**src/rtl/zcip_lane_array.sv**
```systemverilog
// ============================================================================
// Module   : zcip_lane_array
// Purpose  : Lockstep expansion of per-lane bit-column index masks into one
//            set-bit position per lane per step, LSB- or MSB-first.
// Revision : 1.0 - initial release
// ============================================================================
`default_nettype none

module zcip_lane_array #(
    parameter int LANES = 32,
    parameter int IDX_W = 7,
    parameter int OFF_W = $clog2(IDX_W),
    parameter int CNT_W = $clog2(IDX_W + 1)
) (
    input  logic                   clk,
    input  logic                   rst,
    input  logic                   in_valid,
    output logic                   in_ready,
    input  logic [LANES*IDX_W-1:0] index_vector,
    input  logic                   msb_first,
    input  logic                   out_ready,
    output logic [LANES*OFF_W-1:0] shift_offset,
    output logic [LANES-1:0]       valid,
    output logic [LANES-1:0]       done,
    output logic                   all_done,
    output logic [CNT_W-1:0]       step_idx
);

    typedef enum logic [0:0] {
        ST_IDLE = 1'b0,
        ST_RUN  = 1'b1
    } state_t;

    state_t                   r_state;
    logic [LANES*IDX_W-1:0]   r_rem;
    logic                     r_order;
    logic [CNT_W-1:0]         r_step;
    logic [LANES-1:0]         r_done;
    logic                     r_all_done;

    logic                     w_run;
    logic [LANES*IDX_W-1:0]   w_rem_next;
    logic [LANES-1:0]         w_load_zero;
    logic [LANES-1:0]         w_next_zero;

    assign w_run    = (r_state == ST_RUN);
    assign in_ready = (r_state == ST_IDLE);
    assign done     = r_done;
    assign all_done = r_all_done;
    assign step_idx = r_step;

    for (genvar gi = 0; gi < LANES; gi++) begin : g_lane
        logic [IDX_W-1:0] w_rem;
        logic [IDX_W-1:0] w_rem_clr;
        logic [OFF_W-1:0] w_pos;

        assign w_rem = r_rem[gi*IDX_W +: IDX_W];

        // Scan direction makes the last hit the wanted extreme bit.
        always_comb begin
            w_pos = '0;
            if (r_order) begin
                for (int j = 0; j < IDX_W; j++) begin
                    if (w_rem[j]) w_pos = OFF_W'(j);
                end
            end else begin
                for (int j = IDX_W - 1; j >= 0; j--) begin
                    if (w_rem[j]) w_pos = OFF_W'(j);
                end
            end
        end

        assign w_rem_clr                      = w_rem & ~(IDX_W'(1) << w_pos);
        assign w_rem_next[gi*IDX_W +: IDX_W]  = w_rem_clr;
        assign w_next_zero[gi]                = (w_rem_clr == '0);
        assign w_load_zero[gi]                = (index_vector[gi*IDX_W +: IDX_W] == '0);
        assign valid[gi]                      = w_run && (w_rem != '0);
        assign shift_offset[gi*OFF_W +: OFF_W] = w_run ? w_pos : '0;
    end

    always_ff @(posedge clk or posedge rst) begin
        if (rst) begin
            r_state    <= ST_IDLE;
            r_rem      <= '0;
            r_order    <= 1'b0;
            r_step     <= '0;
            r_done     <= '0;
            r_all_done <= 1'b0;
        end else begin
            r_all_done <= 1'b0;
            case (r_state)
                ST_IDLE: begin
                    if (in_valid) begin
                        r_rem   <= index_vector;
                        r_order <= msb_first;
                        r_step  <= '0;
                        r_done  <= w_load_zero;
                        // An empty group completes without ever entering RUN.
                        if (&w_load_zero) r_all_done <= 1'b1;
                        else              r_state    <= ST_RUN;
                    end
                end
                ST_RUN: begin
                    if (out_ready) begin
                        r_rem  <= w_rem_next;
                        r_done <= r_done | w_next_zero;
                        if (&w_next_zero) begin
                            r_state    <= ST_IDLE;
                            r_all_done <= 1'b1;
                            r_step     <= '0;
                        end else begin
                            r_step <= r_step + CNT_W'(1);
                        end
                    end
                end
            endcase
        end
    end

endmodule

`default_nettype wire

```
**config.mk**
```make
export PLATFORM = sky130hd
export DESIGN_NAME = zcip_lane_array
export DESIGN_NICKNAME = d
export VERILOG_FILES = /design/src/rtl/zcip_lane_array.sv
export SDC_FILE = /design/constraint.sdc
export NUM_CORES = 1
export LEC_CHECK = 0
export CAP_MARGIN = 20
export CORE_ASPECT_RATIO = 0.5
export CORE_UTILIZATION = 54
export CTS_CLUSTER_DIAMETER = 150
export DETAILED_ROUTE_END_ITERATION = 16
export PLACE_DENSITY = 0.82
export SYNTH_ARGS = -nofsm -noshare
export SYNTH_HDL_FRONTEND = slang
export SYNTH_SLANG_ARGS = --single-unit
```
**constraint.sdc**
```tcl
create_clock -name clk -period 10.01 [get_ports clk]
set_clock_uncertainty 0.15 [all_clocks]
set_input_delay 2.002 -clock clk [delete_from_list [all_inputs] [get_ports clk]]
set_output_delay 2.002 -clock clk [all_outputs]
set_load 0.005 [all_outputs]
```
After elaboration in Yosys (flattened, before gate mapping)

Cells that the tools add are included.

Register bits: 262

Muxes and demuxes: 500
Shift operators: 32
Bitwise logic cells: 66
Eq/ne operators: 2
Add/sub/neg operators: 1
Reduce and logical (&&, ||, !) cells: 132

Operators by type and width:

| kind                | count |
|---|---|
| $mux 3              | 451 |
| $logic_not 7->1     | 64 |
| $mux 224            | 2 |
| $pmux 224 s2        | 1 |
| $and 7x7->7         | 32 |
| $not 7->7           | 32 |
| $reduce_bool 7->1   | 32 |
| $shl 1x3->7 const A | 32 |
| $mux 32             | 2 |
| $pmux 32 s2         | 1 |
| $reduce_and 32->1   | 2 |
| $mux 1              | 40 |
| $logic_and 1x1->1   | 32 |
| $or 32x32->32       | 1 |
| $pmux 3 s2          | 1 |
| $ne 2x2->1 const B  | 2 |
| $pmux 1 s2          | 2 |
| $reduce_and 2->1    | 2 |
| $add 3x1->3 const B | 1 |
| $not 1->1           | 1 |

Longest topological paths before layout

Depth after elaboration: 16
Mapped depth: 14
Mapped depth without buffers: 10

Least setup slack after synthesis

No wires, ideal clock.

Kind: reg-to-output
Start: reg r_order
End: out shift_offset[94]
Buffers on the path: 8
Arrival time: 2,487 ps
Required time: 7,858 ps
Cell stages (with the launch flop): 12
Setup slack: 5,371 ps
Cell sequence: dfrtp_1 > buf_4 > buf_4 > buf_2 > buf_2 > buf_1 > clkbuf_1 > clkbuf_1 > clkbuf_1 > a21oi_1 > o21ai_0 > nor2_1

Cells in the longest elaborated chain, start to end: 2

RTL lines:

| what                   | RTL line | source |
|---|---|---|
| from (decl)            | 36       | `logic r_order;` |
| from (signal assigned) | 95       | `r_order <= msb_first;` |
| $mux 3                 | 62       | `if (r_order) begin` |
| $mux 3                 | 78       | `assign shift_offset[gi*OFF_W +: OFF_W] = w_run ? w_pos : '0;` |
| to (decl)              | 22       | `output logic [LANES*OFF_W-1:0] shift_offset,` |

Every way passes these cells.

Worst setup path in the final report

Start: reg r_order
End: out shift_offset[57]

Same word-level chain as after synthesis.

==> metrics.md <==
| Metric | Value |
|---|---|
| Outcome | finished clean |
| H-tree depth | 1 |
| Pin count of the biggest net entering global routing | 168 |
| Synthesized area per cell | 7.42 um2 |
| I/O pin cnt | roughly 400 |
| CTS tree | yes |
| Max_cap viols | 0 |
| Post-CTS Setup Repair Bufs | 0 |
| #FFs+latches synth | ~260 |
| Die Wd | approximately 280 um |
| Routed vias/inst | 6.62 |
| DR iter-0 viols | 2679 |
| Ys Warns | 0 |
| Most common cell after layout, fill and taps aside | clkdlybuf4s50_1 |
| Ys async rst share | 100% |
| Maximum clock path buffer count | 3 |
| Number of synthesized flops with an enable pin | 0 |
| Fillers | 3257 |
| Worst Tran Pin Value | 1.13 ns |
| Average wire per standard cell | 20.9 um |
| Metal-1 WL | approximately 30000 um |
| Number of global-route vias before repair | ~21000 |
| Layout cell share with drive strength beyond 1 | 4.70% |
| Nets | 3297 |
| RSZ-0062 raised after global routing | false |
| Worst slew margin | between 20 and 25% |
| Post-CTS Resized | 0 |
| Global Route Usage Sum | 36.4% |
| Commonest cells after routing, fill and taps aside | clkdlybuf4s50_1, nor2_1, o21ai_0, nand2_1, dfrtp_1 |
| Static leakage | 10.4 nW |
| Top sig layer | met4 |
| Clock Latency Late Sink | 0.57 ns |
| Routed Antenna Nets | 0 |
| Die extent in y | 142 um |
| Final Slew Violations | 0 |
| Critical path class | register to output pin |
| Hold Crit Class | register to register |
| Clk sinks | 262 |
| Maximum vdd drop | 0.160 mV |
| Core Footprint | 37900 um2 |
| Post-synthesis sequential area ratio | 31.1% |
| R2r startpoint | r_order |
| Syn Nets | 3073 |
| Top FF cell, synth | dfrtp_1 |
| Total grt overflow | 0 |
| Area growth, synth to finish | 22.9% |
| Setup crit start | r_order |
| Fmax | 154 MHz |
| Via count | between 20000 and 25000 |
| Metal3 WL | roughly 6300 um |
| Crit-path max FO | 157 |
| Mapped Area | between 20000 and 25000 um2 |
| First-pass iteration count of the detailed router | 8 |
| CTS Root Buffer Type | clkbuf_16 |
| Port bufs | 393 |
| Required time of the critical path | around 7.9 ns |
| Clock Pin Slew Worst Setup and Hold Paths | 0.07 ns |
| Hold Vio Cnt, Final | 0 |
| Cells after Synth | between 2000 and 3000 |
| Crit path DAT | 4.34 ns |
| CP startpoint kind | register |
| Placed insts | 3558 |
| CTS Hold Bufs | 0 |
| Finished Layout Cells | 3609 |
| Met2 wire len | 35100 um |
| Period utilisation layout | between 60% and 70% |
| Synth cell types | 91 |
| Setup Viol. Count Final | 0 |
| Drt total wl | 75500 um |
| Initial Util | 55.7% |
| DP Wirelength | 51400 um |
| Period minus WS final | 6.49 ns |
| Power per cell area | between 300 and 400 nW/um2 |
| Hold Startpoint | done[22] |
| Num CTS Buffers | 27 |
| Die footprint | between 30000 and 40000 um2 |
| Residual DRC | 0 |
| Initial antenna violation count | 4 |
| First-pass GRT wire length | 117000 um |
| Setup_tns | 0 ns |
| Final GP Congestion | 0.973 |
| Cell Rows | 50 |
| CP Capture Type | output pin |
[cells in the mapped netlist (29+ instances only)]
library cell	number	area share [%]
a211oi_1	40	1.4
a21oi_1	227	5.4
a221oi_1	29	1.2
clkbuf_1	168	3.0
dfrtp_1	262	31
inv_1	71	1.3
mux2i_1	122	5.8
nand2_1	277	4.9
nand2b_1	54	1.6
nand3_1	53	1.3
nor2_1	364	6.5
nor2b_1	36	1.1
nor3_1	114	2.7
nor4_1	72	2.1
o211ai_1	78	2.8
o21ai_0	282	6.7
o22ai_1	30	0.89
o311ai_0	41	1.7
o31ai_1	32	1.1
or2_2	48	1.4
[kinds of logic (layout without fill, tap and decap cells)]
group / count (synthesis) / count (layout) / synth area share (%)
buf+inv: 295 / 537 / 5.63
simple gates: 1164 / 1164 / 26.6
other cells: 0 / 4 / 0
compound gates: 984 / 984 / 30.1
fa+ha+maj: 14 / 14 / 0.676
flops: 262 / 262 / 31.1
mux: 124 / 124 / 5.89
[final timing paths]
check                                    to  cells after the start  slack [ns]
min in group asynchronous        r_rem[122]                      2        1.84
max in group asynchronous           r_order                      3        6.20
max reg2reg                     step_idx[2]                     12        4.91
min reg2reg                        done[22]                      2        0.37
min                                done[22]                      2        0.37
max                        shift_offset[57]                      7        3.52
[final cells by class]
cell class	count	area [um2]	area share, %
clock inverter	9	123	0.473
multi-input combinational	2286	13400	51.6
antenna	4	10.0	0.0386
tap	520	651	2.51
sequential	262	6560	25.3
inverter	74	289	1.11
timing repair buffer	416	4140	15.9
clock buffer	38	787	3.03
[per-stage QoR]
step	instance area, um2	power [W]	hold WS, ns	utilization, %	setup WS (ns)
floorplan	21100	0.00520	0.337	-	0.646
global placement	25000	0.00727	0.346	66.0	4.29
detailed placement	25000	0.00735	0.354	66.0	4.23
CTS	25900	0.00846	0.372	68.4	3.64
global route	25900	0.00914	0.387	68.4	3.25
finish	25900	0.00857	0.373	68.4	3.52
[critical path, cell delays in order, from the launching register on]
cell and delay [ns]:
dfrtp_4 0.71, buf_12 0.57, buf_4 0.78, nand2b_1 0.14
a221oi_1 0.52, a21oi_1 0.21, nor2_1 0.20, clkdlybuf4s50_1 0.53
[power by group]
part           internal, W  switching (W)
Clock             0.000621       0.000461
Sequential         0.00131       0.000502
Combinational      0.00252        0.00315
Total              0.00445        0.00411
[routing by layer]
metal | vias up | global-route usage (%)
li1 | 11000 | -
met3 | 216 | 4.94
met2 | 1300 | 57.5
met1 | 11400 | 49.2
met4 | 0 | 18.6
met5 | - | 0
[flip-flops by register name (all words and copies together) (netlist names)]
name,cells
done,32
r_state,1
all_done,1
r_order,1
step_idx,3
r_rem,224
Power figures use the tool's default switching activity.
